### config.mk
export PLATFORM = sky130hd
export DESIGN_NAME = seq_multiplier_param
export DESIGN_NICKNAME = d
export VERILOG_FILES = /design/src/rtl/seq_multiplier_param.sv
export SDC_FILE = /design/constraint.sdc
export NUM_CORES = 1
export LEC_CHECK = 0
export CORE_MARGIN = 3
export CORE_UTILIZATION = 42
export CTS_CLUSTER_SIZE = 28
export DETAILED_ROUTE_END_ITERATION = 12
export DONT_BUFFER_PORTS = 1
export GPL_TIMING_DRIVEN = 0
export SLEW_MARGIN = 5
export SYNTH_ARGS = -nofsm -noshare
export SYNTH_HDL_FRONTEND = slang
export SYNTH_SLANG_ARGS = --single-unit
### constraint.sdc
create_clock -name clk -period 12.6 [get_ports clk]
set_clock_uncertainty 0.1 [all_clocks]
set_input_delay 2.52 -clock clk [delete_from_list [all_inputs] [get_ports clk]]
set_output_delay 2.52 -clock clk [all_outputs]
set_load 0.02 [all_outputs]
### src/rtl/seq_multiplier_param.sv
// Iterative shift-and-add multiplier, signed or unsigned per operation.
// It retires BITS_PER_CYCLE multiplier bits on each RUN cycle and negates the magnitude product at the end.
module seq_multiplier_param #(
  parameter int WIDTH          = 32,
  parameter int BITS_PER_CYCLE = 1
) (
  input  logic             clk,
  input  logic             rst_n,
  input  logic             start,
  input  logic             abort,
  input  logic             sign_mode,
  input  logic [WIDTH-1:0] multiplier,
  input  logic [WIDTH-1:0] multiplicand,
  output logic             busy,
  output logic             done,
  output logic [WIDTH-1:0] product_lo,
  output logic [WIDTH-1:0] product_hi
);

  localparam int STEPS = WIDTH / BITS_PER_CYCLE;
  localparam int CW    = $clog2(STEPS + 1);
  localparam int PW    = 2 * WIDTH;

  generate
    if (!(BITS_PER_CYCLE == 1 || BITS_PER_CYCLE == 2 || BITS_PER_CYCLE == 4) ||
        (WIDTH % BITS_PER_CYCLE) != 0) begin : g_bad_param
      $error("seq_multiplier_param: illegal WIDTH/BITS_PER_CYCLE combination");
    end
  endgenerate

  typedef enum logic {S_IDLE, S_RUN} state_t;

  state_t            r_state;
  state_t            w_state_next;
  logic [WIDTH-1:0]  r_mplier;
  logic [PW-1:0]     r_mcand;
  logic [PW-1:0]     r_acc;
  logic [PW-1:0]     r_prod;
  logic [CW-1:0]     r_cnt;
  logic              r_neg;
  logic              r_done;

  logic              w_accept;
  logic              w_last;
  logic [WIDTH-1:0]  w_mag_a;
  logic [WIDTH-1:0]  w_mag_b;
  logic [PW-1:0]     w_acc_next;
  logic [PW-1:0]     w_result;
  logic [PW-1:0]     w_terms [BITS_PER_CYCLE];

  assign w_accept = (r_state == S_IDLE) && start && !abort;
  assign w_last   = (r_cnt == CW'(1));

  // Two's complement of the most negative value wraps to 2^(WIDTH-1), which is the correct magnitude.
  assign w_mag_a = (sign_mode && multiplier[WIDTH-1])   ? (~multiplier + WIDTH'(1))   : multiplier;
  assign w_mag_b = (sign_mode && multiplicand[WIDTH-1]) ? (~multiplicand + WIDTH'(1)) : multiplicand;

  generate
    for (genvar gi = 0; gi < BITS_PER_CYCLE; gi++) begin : g_term
      assign w_terms[gi] = r_mplier[gi] ? (r_mcand << gi) : '0;
    end
  endgenerate

  always_comb begin
    w_acc_next = r_acc;
    for (int i = 0; i < BITS_PER_CYCLE; i++) begin
      w_acc_next = w_acc_next + w_terms[i];
    end
  end

  assign w_result = r_neg ? (~w_acc_next + PW'(1)) : w_acc_next;

  always_comb begin
    w_state_next = r_state;
    case (r_state)
      S_IDLE:  if (w_accept) w_state_next = S_RUN;
      S_RUN:   if (abort || w_last) w_state_next = S_IDLE;
      default: w_state_next = S_IDLE;
    endcase
  end

  always_ff @(posedge clk or negedge rst_n) begin
    if (!rst_n) begin
      r_state <= S_IDLE;
    end else begin
      r_state <= w_state_next;
    end
  end

  always_ff @(posedge clk or negedge rst_n) begin
    if (!rst_n) begin
      r_mplier <= '0;
      r_mcand  <= '0;
      r_acc    <= '0;
      r_prod   <= '0;
      r_cnt    <= '0;
      r_neg    <= 1'b0;
      r_done   <= 1'b0;
    end else begin
      r_done <= 1'b0;
      if (w_accept) begin
        r_mplier <= w_mag_a;
        r_mcand  <= {{WIDTH{1'b0}}, w_mag_b};
        r_acc    <= '0;
        r_cnt    <= CW'(STEPS);
        r_neg    <= sign_mode & (multiplier[WIDTH-1] ^ multiplicand[WIDTH-1]);
      end else if (r_state == S_RUN && !abort) begin
        r_acc    <= w_acc_next;
        r_mplier <= r_mplier >> BITS_PER_CYCLE;
        r_mcand  <= r_mcand << BITS_PER_CYCLE;
        r_cnt    <= r_cnt - CW'(1);
        // The result register is written only at the last step, so partial sums never reach the outputs.
        if (w_last) begin
          r_prod <= w_result;
          r_done <= 1'b1;
        end
      end
    end
  end

  assign busy       = (r_state == S_RUN);
  assign done       = r_done;
  assign product_lo = r_prod[WIDTH-1:0];
  assign product_hi = r_prod[PW-1:WIDTH];

endmodule
==> run_summary.xml <==
<?xml version="1.0" encoding="UTF-8"?>
<metrics>
  <group name="status">
    <metric name="run_status" unit="">finished, final reports clean</metric>
  </group>
  <group name="floorplanning">
    <metric name="chip_height" unit="microns">206.7</metric>
    <metric name="fp.dieW" unit="microns">206.7</metric>
    <metric name="num_io_pins" unit="">135</metric>
    <metric name="fp.dieArea" unit="sq mm">0.04271</metric>
    <metric name="initial_core_util" unit="%">43.16</metric>
    <metric name="fp.coreArea" unit="sq mm">0.03919</metric>
    <metric name="placementRows" unit="">72</metric>
  </group>
  <group name="sta">
    <metric name="achievable-frequency" unit="MHz">145.9</metric>
    <metric name="slew_violations" unit="">0</metric>
    <metric name="fin_crit" unit="ns">6.854</metric>
    <metric name="hold_violations" unit="">0</metric>
    <metric name="grt_setup_unrepaired" unit="">false</metric>
    <metric name="timing.setup.tns" unit="ns">0</metric>
    <metric name="timing.max_slew.rel_slack" unit="%">22.35</metric>
    <metric name="finalSetupViolations" unit="">0</metric>
    <metric name="post-route-period-util" unit="%">54.40</metric>
    <metric name="worst-slew-pin-transition" unit="ns">1.149</metric>
  </group>
  <group name="worst_setup_path">
    <metric name="reg2reg_setup_slack" unit="ns">5.75</metric>
    <metric name="worstReg2RegEnd" unit="">r_prod[61]</metric>
    <metric name="start_kind" unit="">flop</metric>
    <metric name="crit_type" unit="">reg -&gt; reg</metric>
    <metric name="critical_path_arrival" unit="ns">7.20</metric>
    <metric name="worstPathRequired" unit="ns">12.94</metric>
    <metric name="timing.critical_path.to_type" unit="">flop</metric>
    <metric name="ff2ff_path_depth" unit="">17</metric>
    <metric name="timing.critical_path.fanout_max" unit="">10</metric>
    <metric name="crit-reg2reg-launch" unit="">r_mplier[0]</metric>
  </group>
  <group name="synth">
    <metric name="yosys.area_share.xor_xnor" unit="%">8.751</metric>
    <metric name="post_synthesis_mean_instance_area" unit="sq um">8.478</metric>
    <metric name="synth_nets" unit="">2133</metric>
    <metric name="post_synth_fa_ha_maj_area_fraction" unit="%">5.149</metric>
    <metric name="post_synth_num_cell_types" unit="">90</metric>
    <metric name="synth.top_cell.area_share" unit="%">34.47</metric>
    <metric name="synth_area_leader_cell" unit="">dfrtp_1</metric>
    <metric name="synth_sequential_area_ratio" unit="%">34.47</metric>
    <metric name="synth_enable_flop_cells" unit="">0</metric>
    <metric name="syn_inst" unit="">1995</metric>
    <metric name="synth-async-reset-ratio" unit="%">100.0</metric>
    <metric name="main_combinational_cell_family_by_area_after_synthesis" unit="">compound AO/OA/AOI/OAI gates</metric>
    <metric name="synthesized_cell_area" unit="sq mm">0.01691</metric>
    <metric name="yosys-top-cells-area" unit="">dfrtp_1, o21ai_0, nand2_1</metric>
    <metric name="synth_simple_gate_area_share" unit="%">18.65</metric>
    <metric name="synth.ff_latch_count" unit="">233</metric>
    <metric name="post_synth_mux_area_share" unit="%">0.3699</metric>
    <metric name="synth_area_in_compound_gates" unit="%">28.82</metric>
    <metric name="yosysWarningCount" unit="">0</metric>
    <metric name="postSynth.topFlopCell" unit="">dfrtp_1</metric>
  </group>
  <group name="power">
    <metric name="vdd_ir_drop_max" unit="mV">0.1099</metric>
    <metric name="static_leakage" unit="nW">7.758</metric>
    <metric name="total_power" unit="W">0.003102</metric>
    <metric name="power-per-cell-area" unit="mW/mm^2">167.7</metric>
  </group>
  <group name="grt">
    <metric name="grt_overflow" unit="">0</metric>
    <metric name="wire_length_of_the_first_global_routing_pass" unit="microns">89650</metric>
    <metric name="grt_start_max_net_pins" unit="">234</metric>
    <metric name="groute.usage.overall" unit="%">27.02</metric>
    <metric name="first_global_vias" unit="">15330</metric>
    <metric name="grt_antenna_before_repair" unit="">0</metric>
  </group>
  <group name="detailed_routing">
    <metric name="drtIter0Drc" unit="">1568</metric>
    <metric name="routedWlPerCell" unit="microns">22.89</metric>
    <metric name="drcViolationCount" unit="">0</metric>
    <metric name="vias" unit="">15800</metric>
    <metric name="wl" unit="microns">58640</metric>
    <metric name="routed_via_density" unit="">6.168</metric>
    <metric name="firstDrtPassIters" unit="">5</metric>
    <metric name="drt.antenna.violating_nets" unit="">0</metric>
  </group>
  <group name="cells_and_area">
    <metric name="postLayoutCoreUtil" unit="%">47.20</metric>
    <metric name="final-instance-count-excl-fill" unit="">2562</metric>
    <metric name="final_net_count" unit="">2162</metric>
    <metric name="register_area" unit="sq mm">0.005831</metric>
    <metric name="antenna-diode-count" unit="">0</metric>
    <metric name="area_growth" unit="%">9.365</metric>
    <metric name="num-fill-cells" unit="">3847</metric>
    <metric name="layout-drive-gt1-share" unit="%">5.626</metric>
    <metric name="area_of_the_multi_input_gates" unit="sq mm">0.01044</metric>
  </group>
  <group name="run">
    <metric name="maxCapViolations" unit="">0</metric>
  </group>
  <group name="min_path">
    <metric name="holdPathEnd" unit="">r_cnt[4]</metric>
    <metric name="holdCritStartpoint" unit="">r_cnt[4]</metric>
    <metric name="hold_class" unit="">reg -&gt; reg</metric>
    <metric name="whs_path_depth" unit="">1</metric>
  </group>
  <group name="clock_tree">
    <metric name="cts_hold_buffers" unit="">0</metric>
    <metric name="tritoncts_clock_tree" unit="">done</metric>
    <metric name="cts_root_buffer" unit="">clkbuf_16</metric>
    <metric name="ctsLongestPathBuffers" unit="">3</metric>
    <metric name="clkSinkCount" unit="">233</metric>
    <metric name="maximum_level_of_the_cts_h_tree" unit="">1</metric>
    <metric name="cts.reportedPaths.clkPinSlew" unit="ns">0.06</metric>
    <metric name="clk_latency" unit="ns">0.56</metric>
    <metric name="number_of_buffers_created_by_cts" unit="">27</metric>
    <metric name="cts-resized-gates" unit="">0</metric>
    <metric name="postCtsSetupBuffers" unit="">0</metric>
  </group>
  <group name="placement">
    <metric name="detailed_placement_wirelength_estimate" unit="microns">45300</metric>
    <metric name="routability_congestion" unit="">0.9507</metric>
    <metric name="placement.io_buffers" unit="">0</metric>
    <metric name="place.detailed.instances" unit="">2513</metric>
  </group>
</metrics>
==> layer usage <==
metal | share of wire, % | vias to the layer above | GRT usage [%] | wire, microns
li1 | - | 7468 | - | -
met1 | 45 | 7647 | 38.25 | 26350
met2 | 44 | 602 | 42.63 | 25980
met3 | 8.1 | 86 | 4.751 | 4763
met4 | 2.6 | 0 | 7.564 | 1547
met5 | 0 | - | 0 | 0
==> cells by family (layout without fill, tap and decap cells) <==
logic type                 after synthesis  in the layout
AOI/OAI and AO/OA                      732            732
DFF                                    233            233
and+or+nand+nor                        629            629
xor gates and xnor gates               169            169
muxes                                    6              6
buffers and inverters                  157            206
adders and majority gates               69             69
==> metrics by stage <==
| stage | instance area (sq um) | hold slack (ns) | worst slack (ns) |
|---|---|---|---|
| 5_1_grt | 18500 | 0.4157 | 5.541 |
| 3_3_place_gp | 17560 | 0.3693 | 6.041 |
| 6_report | 18500 | 0.3911 | 5.746 |
| 3_5_place_dp | 17560 | 0.3813 | 5.991 |
| 2_1_floorplan | 16910 | 0.3469 | 7.697 |
| 4_1_cts | 18500 | 0.3913 | 5.915 |
==> worst max-delay path by stage <==
stage | startpoint | to | cells past startpoint
after CTS | r_mplier[0] | r_prod[61] | 17
after floorplan | multiplicand[15] | r_mcand[27] | 11
final | r_mplier[0] | r_prod[61] | 17
after global placement | r_mplier[0] | r_prod[50] | 17
after detailed placement | r_mplier[0] | r_prod[61] | 17
after global routing | r_mplier[0] | r_prod[61] | 17
==> worst max-delay path, stage by stage, from the launching register on <==
cell       delay, ns
dfrtp_1         0.40
clkbuf_1        0.48
clkbuf_1        0.35
and2_1          0.29
ha_1            0.15
buf_2           0.18
nand4_1         0.29
a2111oi_1       1.02
nand3_1         0.42
nand3_1         0.21
xor2_1          0.22
a2111oi_4       0.48
nand4_1         0.35
nor3_1          0.64
nand4_1         0.45
o31ai_1         0.41
xor2_1          0.23
o21ai_1         0.08
==> cells in the mapped netlist (17+ instances only) <==
master    number
a21o_1        18
a21oi_1      126
a22o_1        76
a22oi_1      101
and2_1        75
buf_2         17
clkbuf_1      89
dfrtp_1      233
ha_1          68
inv_1         34
nand2_1      240
nand3_1       28
nand4_1       33
nor2_1       105
nor3_1        36
nor4_1        22
o21ai_0      208
o21ai_1       31
o22ai_1       22
xnor2_1       85
xor2_1        84
==> flip-flops by register name (all words and copies together), names as in the netlist <==
name      count
r_cnt         6
r_prod       64
busy          1
done          1
r_neg         1
r_mcand      64
r_acc        64
r_mplier     32
==> power by group <==
part | switching [W] | internal, W | leakage (nW)
registers | 0.000255 | 0.000925 | 2.98
logic | 0.000702 | 0.000380 | 4.34
clock network | 0.000339 | 0.000501 | 0.446
total | 0.00130 | 0.00181 | 7.76
==> placed cells by master (no fill, tap or decap), types with 18 or more instances in the layout <==
| cell | n |
|---|---|
| a22o_1 | 76 |
| inv_1 | 34 |
| a21o_1 | 18 |
| clkbuf_1 | 94 |
| o22ai_1 | 22 |
| dfrtp_1 | 233 |
| o21ai_0 | 208 |
| nand3_1 | 28 |
| nand4_1 | 33 |
| and2_1 | 75 |
| xor2_1 | 84 |
| o21ai_1 | 31 |
| ha_1 | 68 |
| nor2_1 | 105 |
| nor3_1 | 36 |
| a22oi_1 | 101 |
| nand2_1 | 240 |
| xnor2_1 | 85 |
| clkbuf_16 | 27 |
| nor4_1 | 22 |
| a21oi_1 | 126 |
==> area by class of cell <==
cell class / instances / share of cell area [%]
clock buffers: 36 / 4.052
plain buffers: 120 / 2.712
clock inverters: 13 / 1.008
flip-flops and latches: 233 / 31.52
multi-input cells: 1605 / 56.45
well taps: 518 / 3.504
inverters: 37 / 0.7508
(Power assumes the default switching activity.)
